--- src/rtl/mp_operand_unpack.sv ---
// Unpacks 32-bit words holding 4 x INT8, 2 x FP16 or 1 x FP32 into one
// 32-bit element per cycle, with a job configured by precision and element count.
module mp_operand_unpack #(
  parameter int CNT_W = 16
) (
  input  logic             clk,
  input  logic             rst,
  input  logic             cfg_valid,
  input  logic [1:0]       cfg_prec,
  input  logic [CNT_W-1:0] cfg_count,
  output logic             cfg_ready,
  input  logic             in_valid,
  output logic             in_ready,
  input  logic [31:0]      in_data,
  output logic             out_valid,
  input  logic             out_ready,
  output logic [31:0]      out_data,
  output logic [1:0]       out_prec,
  output logic             out_last,
  output logic             done,
  output logic             err
);

  typedef enum logic [1:0] {
    S_IDLE  = 2'd0,
    S_FETCH = 2'd1,
    S_EMIT  = 2'd2
  } state_t;

  localparam logic [1:0]       PREC_INT8 = 2'b00;
  localparam logic [1:0]       PREC_FP16 = 2'b01;
  localparam logic [1:0]       PREC_ILL  = 2'b11;
  localparam logic [CNT_W-1:0] CNT_ZERO  = CNT_W'(0);
  localparam logic [CNT_W-1:0] CNT_ONE   = CNT_W'(1);

  function automatic logic [1:0] last_lane(input logic [1:0] prec);
    case (prec)
      PREC_INT8: last_lane = 2'd3;
      PREC_FP16: last_lane = 2'd1;
      default:   last_lane = 2'd0;
    endcase
  endfunction

  function automatic logic [31:0] lane_extract(input logic [31:0] word,
                                               input logic [1:0]  prec,
                                               input logic [1:0]  lane);
    logic [7:0]  b;
    logic [15:0] h;
    case (lane)
      2'd0:    b = word[7:0];
      2'd1:    b = word[15:8];
      2'd2:    b = word[23:16];
      2'd3:    b = word[31:24];
      default: b = 8'h00;
    endcase
    h = lane[0] ? word[31:16] : word[15:0];
    case (prec)
      PREC_INT8: lane_extract = {{24{b[7]}}, b};
      PREC_FP16: lane_extract = {16'h0000, h};
      default:   lane_extract = word;
    endcase
  endfunction

  state_t           state_q, state_d;
  logic [31:0]      buf_q, buf_d;
  logic [1:0]       lane_q, lane_d;
  logic [CNT_W-1:0] cnt_q, cnt_d;
  logic [1:0]       prec_q, prec_d;
  logic [31:0]      out_data_q, out_data_d;
  logic             out_last_q, out_last_d;
  logic             done_q, done_d;
  logic             err_q, err_d;

  logic             at_last_lane;
  logic             accept;
  logic             handshake;
  logic [CNT_W-1:0] cnt_rem;

  assign at_last_lane = (lane_q == last_lane(prec_q));
  assign out_valid    = (state_q == S_EMIT);
  assign cfg_ready    = (state_q == S_IDLE) && !rst;
  assign out_data     = out_data_q;
  assign out_prec     = prec_q;
  assign out_last     = out_last_q;
  assign done         = done_q;
  assign err          = err_q;
  assign accept       = in_valid && in_ready;
  assign handshake    = out_valid && out_ready;
  assign cnt_rem      = (cnt_q == CNT_ZERO) ? CNT_ZERO : (cnt_q - CNT_ONE);

  // Refill may overlap the last lane's handshake only when another element follows.
  always_comb begin
    in_ready = 1'b0;
    if (rst) begin
      in_ready = 1'b0;
    end else begin
      case (state_q)
        S_FETCH: in_ready = 1'b1;
        S_EMIT:  in_ready = at_last_lane && (cnt_q != CNT_ONE) && out_ready;
        default: in_ready = 1'b0;
      endcase
    end
  end

  // Next-state and next-output computation for the unpack FSM.
  always_comb begin
    state_d    = state_q;
    buf_d      = buf_q;
    lane_d     = lane_q;
    cnt_d      = cnt_q;
    prec_d     = prec_q;
    out_data_d = out_data_q;
    out_last_d = out_last_q;
    done_d     = 1'b0;
    err_d      = 1'b0;
    case (state_q)
      S_IDLE: begin
        if (cfg_valid) begin
          if (cfg_prec == PREC_ILL) begin
            err_d = 1'b1;
          end else if (cfg_count == CNT_ZERO) begin
            done_d = 1'b1;
          end else begin
            prec_d  = cfg_prec;
            cnt_d   = cfg_count;
            lane_d  = 2'd0;
            state_d = S_FETCH;
          end
        end else begin
          state_d = S_IDLE;
        end
      end
      S_FETCH: begin
        if (accept) begin
          buf_d      = in_data;
          lane_d     = 2'd0;
          out_data_d = lane_extract(in_data, prec_q, 2'd0);
          out_last_d = (cnt_q == CNT_ONE);
          state_d    = S_EMIT;
        end else begin
          state_d = S_FETCH;
        end
      end
      S_EMIT: begin
        if (handshake) begin
          cnt_d = cnt_rem;
          if (cnt_q == CNT_ONE) begin
            buf_d      = 32'h0000_0000;
            lane_d     = 2'd0;
            out_data_d = 32'h0000_0000;
            out_last_d = 1'b0;
            done_d     = 1'b1;
            state_d    = S_IDLE;
          end else if (at_last_lane) begin
            lane_d = 2'd0;
            if (accept) begin
              buf_d      = in_data;
              out_data_d = lane_extract(in_data, prec_q, 2'd0);
              out_last_d = (cnt_rem == CNT_ONE);
            end else begin
              out_last_d = 1'b0;
              state_d    = S_FETCH;
            end
          end else begin
            lane_d     = lane_q + 2'd1;
            out_data_d = lane_extract(buf_q, prec_q, lane_q + 2'd1);
            out_last_d = (cnt_rem == CNT_ONE);
          end
        end else begin
          state_d = S_EMIT;
        end
      end
      default: begin
        state_d = S_IDLE;
      end
    endcase
  end

  // State and output registers with synchronous reset.
  always_ff @(posedge clk) begin
    if (rst) begin
      state_q    <= S_IDLE;
      buf_q      <= 32'h0000_0000;
      lane_q     <= 2'd0;
      cnt_q      <= CNT_ZERO;
      prec_q     <= 2'b00;
      out_data_q <= 32'h0000_0000;
      out_last_q <= 1'b0;
      done_q     <= 1'b0;
      err_q      <= 1'b0;
    end else begin
      state_q    <= state_d;
      buf_q      <= buf_d;
      lane_q     <= lane_d;
      cnt_q      <= cnt_d;
      prec_q     <= prec_d;
      out_data_q <= out_data_d;
      out_last_q <= out_last_d;
      done_q     <= done_d;
      err_q      <= err_d;
    end
  end

endmodule

--- config.mk ---
export PLATFORM = sky130hd
export DESIGN_NAME = mp_operand_unpack
export DESIGN_NICKNAME = d
export VERILOG_FILES = /design/src/rtl/mp_operand_unpack.sv
export SDC_FILE = /design/constraint.sdc
export NUM_CORES = 1
export LEC_CHECK = 0
export CORE_ASPECT_RATIO = 1.4
export CORE_MARGIN = 1.5
export CORE_UTILIZATION = 45
export DETAILED_ROUTE_END_ITERATION = 8
export PLACE_DENSITY = 0.7
export SYNTH_ARGS = -nofsm -noshare
export SYNTH_HDL_FRONTEND = slang
export SYNTH_SLANG_ARGS = --single-unit
--- constraint.sdc ---
create_clock -name clk -period 3.2 [get_ports clk]
set_input_delay 0.64 -clock clk [delete_from_list [all_inputs] [get_ports clk]]
set_output_delay 0.64 -clock clk [all_outputs]
set_load 0.02 [all_outputs]
# --- After elaboration in Yosys (flattened, before gate mapping) ---
# Index checks and enable logic that the tools add are counted.
word_totals:
  output_inout_bits: 40
  ff_bits: 89
  in_bits: 55
op_classes:
  n_reduce_logical: 22
  mux: 53
  n_bitwise: 4
  eq_ne: 21
  n_addsub: 2
ops:
  columns: ["op", "count"]
  rows:
  - ["$mux W32", 8]
  - ["$pmux W32 S2", 4]
  - ["$mux W16", 6]
  - ["$eq A16 B1 Y1 const B", 2]
  - ["$logic_not A16 Y1", 2]
  - ["$pmux W16 S2", 1]
  - ["$pmux W8 S4", 1]
  - ["$mux W2", 15]
  - ["$ne A16 B1 Y1 const B", 1]
  - ["$sub A16 B1 Y16 const B", 1]
  - ["$mux W1", 12]
  - ["$pmux W2 S3", 2]
  - ["$eq A2 B2 Y1 const B", 4]
  - ["$ne A2 B2 Y1 const B", 4]
  - ["$ne A4 B3 Y1 const B", 2]
  - ["$reduce_and A4 Y1", 2]
  - ["$eq A2 B1 Y1 const B", 3]
  - ["$logic_not A2 Y1", 3]
  - ["$ne A3 B3 Y1 const B", 2]
  - ["$pmux W1 S2", 3]
  - ["$reduce_and A3 Y1", 2]
  - ["$reduce_and A6 Y1", 1]
  - ["$logic_and A1 B1 Y1", 5]
  - ["$reduce_and A5 Y1", 1]
  - ["other kinds (11)", 15]

# --- Depth between registers and ports, before layout ---
logic_depth:
  word_depth: 13
  ltp_mapped: 11
  mapped_depth_nobuf: 8

# --- Worst setup path before layout ---
# Ideal clock, no wire load.
synth_timing:
  path_type: "reg-to-reg"
  start: "register lane_q[0]"
  end: "register out_data_q[30] (netlist: out_data[30])"
  path_stages_with_launch: 12
  setup_ns: 0.117
  t_arrival_ns: 2.614
  slack_ns: 0.469
  required_ns: 3.083
  cell_sequence: "dfxtp_1 > clkbuf_1 > inv_1 > ha_1 > clkbuf_1 > a22oi_1 > a221oi_4 > nor2_1 > buf_2 > a221oi_1 > a21o_1 > a22o_1"
synth_via:
  elab_chain_cells: 11
  elab_cells_between_ends: 18
  classes_between: "add/sub: 1; eq/ne: 4; mux: 9; reduce/logical: 4"
synth_rtl:
  columns: ["item", "line", "rtl"]
  rows:
  - ["start: declaration", "66", "logic [1:0] lane_q, lane_d;"]
  - ["start signal: assignment", "194", "lane_q <= lane_d;"]
  - ["branches (longest 10 deep; another with $add A2 B1 Y2)", null, null]
  - ["$pmux W32 S2 *", "116", "case (state_q)"]
  - ["end signal: assignment", "197", "out_data_q <= out_data_d;"]
  - ["end: declaration", "69", "logic [31:0] out_data_q, out_data_d;"]
# Mark *: on every way between the ends. The select of a mux whose other input is x is not followed.
# A chain may end at the register's enable or synchronous reset.

# --- Final worst setup path ---
layout_timing:
  start: "register lane_q[1]"
  end: "register out_data_q[24] (netlist: out_data[24])"
# The elaborated chain is that of the path after synthesis.

==> metrics.yaml <==
logic_synthesis:
  synth.top_cell.area_share: 0.327
  ys_top_cells_by_count: "89 x dfxtp_1, 70 x a21oi_1, 69 x nor2_1, 55 x nand2_1, 38 x clkbuf_1"
  ys.flop_type: "dfxtp_1"
  synth_area_sq_um: 5450
  synth_seq_cells: 89
  yosysMostFrequentCell: "dfxtp_1"
  synthXorXnorAreaFrac: 0.00965
  yosysTopAreaCell: "dfxtp_1"
  synthCells: 678
  synth_nets: 743
  synth.area.top_cells: "dfxtp_1 33%, a21oi_1 6.4%, mux2i_1 5.7%"
  synth-edff-count: 0
  synthArstFlopShare: 0
  synth_cell_types: 66
  yosysWarnings: 0
  ys_seq_area_frac: 0.327
  synthAdderAreaFrac: 0.0230
  synth-simple-area-share: 0.189
  syn_avg_cell_area_sq_um: 8.03
  synth_compound_area_frac: 0.336
  synth_top_family_by_area: "compound AO/OA/AOI/OAI gates"
  synth_mux_area_frac: 0.0570
clock_tree:
  worst_skew_pair.late_latency_ns: 0.35
  cts_made_buffers: 9
  post_cts_buffers: 0
  clock_path_buffers: 2
  htree_levels: 3
  cts.sinks: 89
  clk_pin_slew_ns: 0.06
  cts_tree: "built"
  ctsRootBufferMaster: "clkbuf_16"
place:
  placed_area_sq_um: 6570
  port_buffers: 94
  gp_congestion: 0.971
  dp.cells: 894
  hpwl_microns: 13500
detailed_routing:
  drtIter0Drc: 382
  ant_nets: 0
  vias: 5649
  via_per_inst: 6.21
  routedWlPerCell_microns: 19.5
  wl_microns: 17700
  drt-pass1-iter-count: 7
  drcViolationCount: 0
sta:
  period_share: 0.908
  slew_violations: 0
  tns_ns: 0
  rsz0062_at_grt: "false"
  relSlewSlack: 0.241
  skew_ns: 0.00732
  tightest_slew_ns: 1.13
  fin_hold_ws_ns: 0.467
  min_period_ns: 2.91
  final-hold-violation-count: 0
  fmax_mhz: 344
  finalSetupViolCount: 0
critical_path:
  required_ns: 3.44
  cp-end-kind: "flop"
  path_delay_family: "compound AO/OA/AOI/OAI gates"
  cp.arrival_ns: 3.14
  cp_slowest_cell: "nor2_1"
  cp_cell_sequence: "inv_1, ha_1, a22oi_1, a221oi_4, nor2_1, a221oi_1, a21o_1, a22o_1"
  crit_path_start_kind: "flop"
  crit_path_max_fanout: 17
  crit_buf_inv: 1
  path_class: "flop to flop"
  cp_slowest_stage_delay_ns: 0.81
die:
  rows: 47
  initial_core_util: 0.461
  die-area_sq_um: 12800
  die_h_microns: 133
  fp.coreArea_sq_um: 11800
  ios: 95
  die_x_microns: 96.0
run:
  maxCapViolCount: 0
layout:
  n_fill_cell: 1128
  area_growth_pct: 26.8
  finalNetCount: 823
  multiInputGateArea_sq_um: 3350
  layout-drive-gt1-share: 0.0931
  finalInstanceArea_sq_um: 6910
  layoutNonFillerInstCount: 910
  ff_latch_area_sq_um: 1780
  antenna_cells: 0
global_routing:
  grt_max_degree: 48
  busiest_layer: "met2"
  grt_pass1_vias: 5357
  grt_pass1_wl_microns: 27700
  grt_overflow: 0
  grt_use_met3: 0.0445
  grt.met2_usage: 0.496
  use_met1: 0.308
  antenna_found_initial: 0
  grt_usage: 0.283
outcome:
  status: "finished, final reports clean"
power:
  p_leak_nw: 2.45
  p_total_mw: 3.01
  power_density_nw_per_um2: 435
  ir_worst_vdd_mv: 0.277
worst_hold_path:
  hp-class: "flop to flop"
==> worst paths after layout <==
check / from / endpoint / slack (ns) / depth (start not counted)
worst max register to register: lane_q[1] / out_data[24] / 0.29 / 8
worst min-delay path: out_data[6] / out_data[6] / 0.47 / 1
worst min register to register: out_data[6] / out_data[6] / 0.47 / 1
worst max-delay path: lane_q[1] / out_data[24] / 0.29 / 8
==> registers in the layout (all words and copies together), names as in the netlist <==
register / count
buf_q: 32
out_data: 32
cnt_q: 16
lane_q: 2
out_prec: 2
state_q: 2
done: 1
err: 1
out_last: 1
==> layer usage <==
metal / share of wire / vias to the layer above
li1: - / 2705
met1: 0.38 / 2662
met2: 0.51 / 216
met3: 0.044 / 66
met4: 0.061 / 0
met5: 0 / -
==> where the power goes <==
| part | internal, mW | total (mW) | switching, mW |
|---|---|---|---|
| clock | 0.729 | 1.19 | 0.458 |
| sequential | 1.14 | 1.18 | 0.0449 |
| combinational | 0.273 | 0.639 | 0.366 |
==> cell families after synthesis <==
kind of cell    count (synthesis)
buf+inv                        74
compound gates                261
fa+ha+maj                      10
xor+xnor                        6
flops                          89
mux                            31
simple gates                  207
==> cells in the final DEF, fill, tap and decap left out, types with 3 or more instances in the layout <==
| cell type | n |
|---|---|
| o2bb2ai_1 | 7 |
| a31oi_1 | 6 |
| a211oi_1 | 23 |
| nand3_1 | 13 |
| nor2_2 | 3 |
| nor4_4 | 3 |
| nor2b_1 | 3 |
| nor4_1 | 7 |
| clkbuf_16 | 9 |
| o21ai_1 | 6 |
| xnor2_1 | 4 |
| nor2_1 | 69 |
| o211ai_1 | 8 |
| o31ai_1 | 10 |
| nand4_1 | 6 |
| nand2b_1 | 7 |
| nor3_1 | 17 |
| o21ai_0 | 30 |
| dfxtp_1 | 88 |
| mux2i_1 | 31 |
| a221o_1 | 8 |
| a21o_1 | 19 |
| ha_1 | 10 |
| buf_4 | 35 |
| nand2_1 | 55 |
| a221oi_1 | 16 |
| a21oi_1 | 70 |
| or4_1 | 6 |
| a22oi_1 | 11 |
| a22o_1 | 27 |
| nor3b_1 | 3 |
| clkdlybuf4s50_1 | 93 |
| inv_1 | 13 |
==> through the flow <==
| stage | setup slack [ns] | util |
|---|---|---|
| 2_1_floorplan | 0.469 | - |
| 3_5_place_dp | 0.167 | 0.556 |
| 6_report | 0.294 | 0.584 |
| 4_1_cts | 0.0573 | 0.584 |
| 5_1_grt | 0.0580 | 0.584 |
| 3_3_place_gp | 0.185 | 0.556 |
==> area by class of cell <==
cell class | count | share of cell area
Multi-Input combinational cell | 515 | 0.485
Tap cell | 147 | 0.0266
Inverter | 14 | 0.00761
Clock inverter | 4 | 0.0107
Sequential cell | 89 | 0.258
Timing Repair Buffer | 129 | 0.175
Clock buffer | 12 | 0.0371
==> repair_timing <==
| item | 4_1_cts | 5_1_grt |
|---|---|---|
| setup endpoints to repair | 1 | 1 |
| hold buffers | 0 | 0 |
| gates resized for setup | 1 | 2 |
Power figures use the tool's default switching activity.
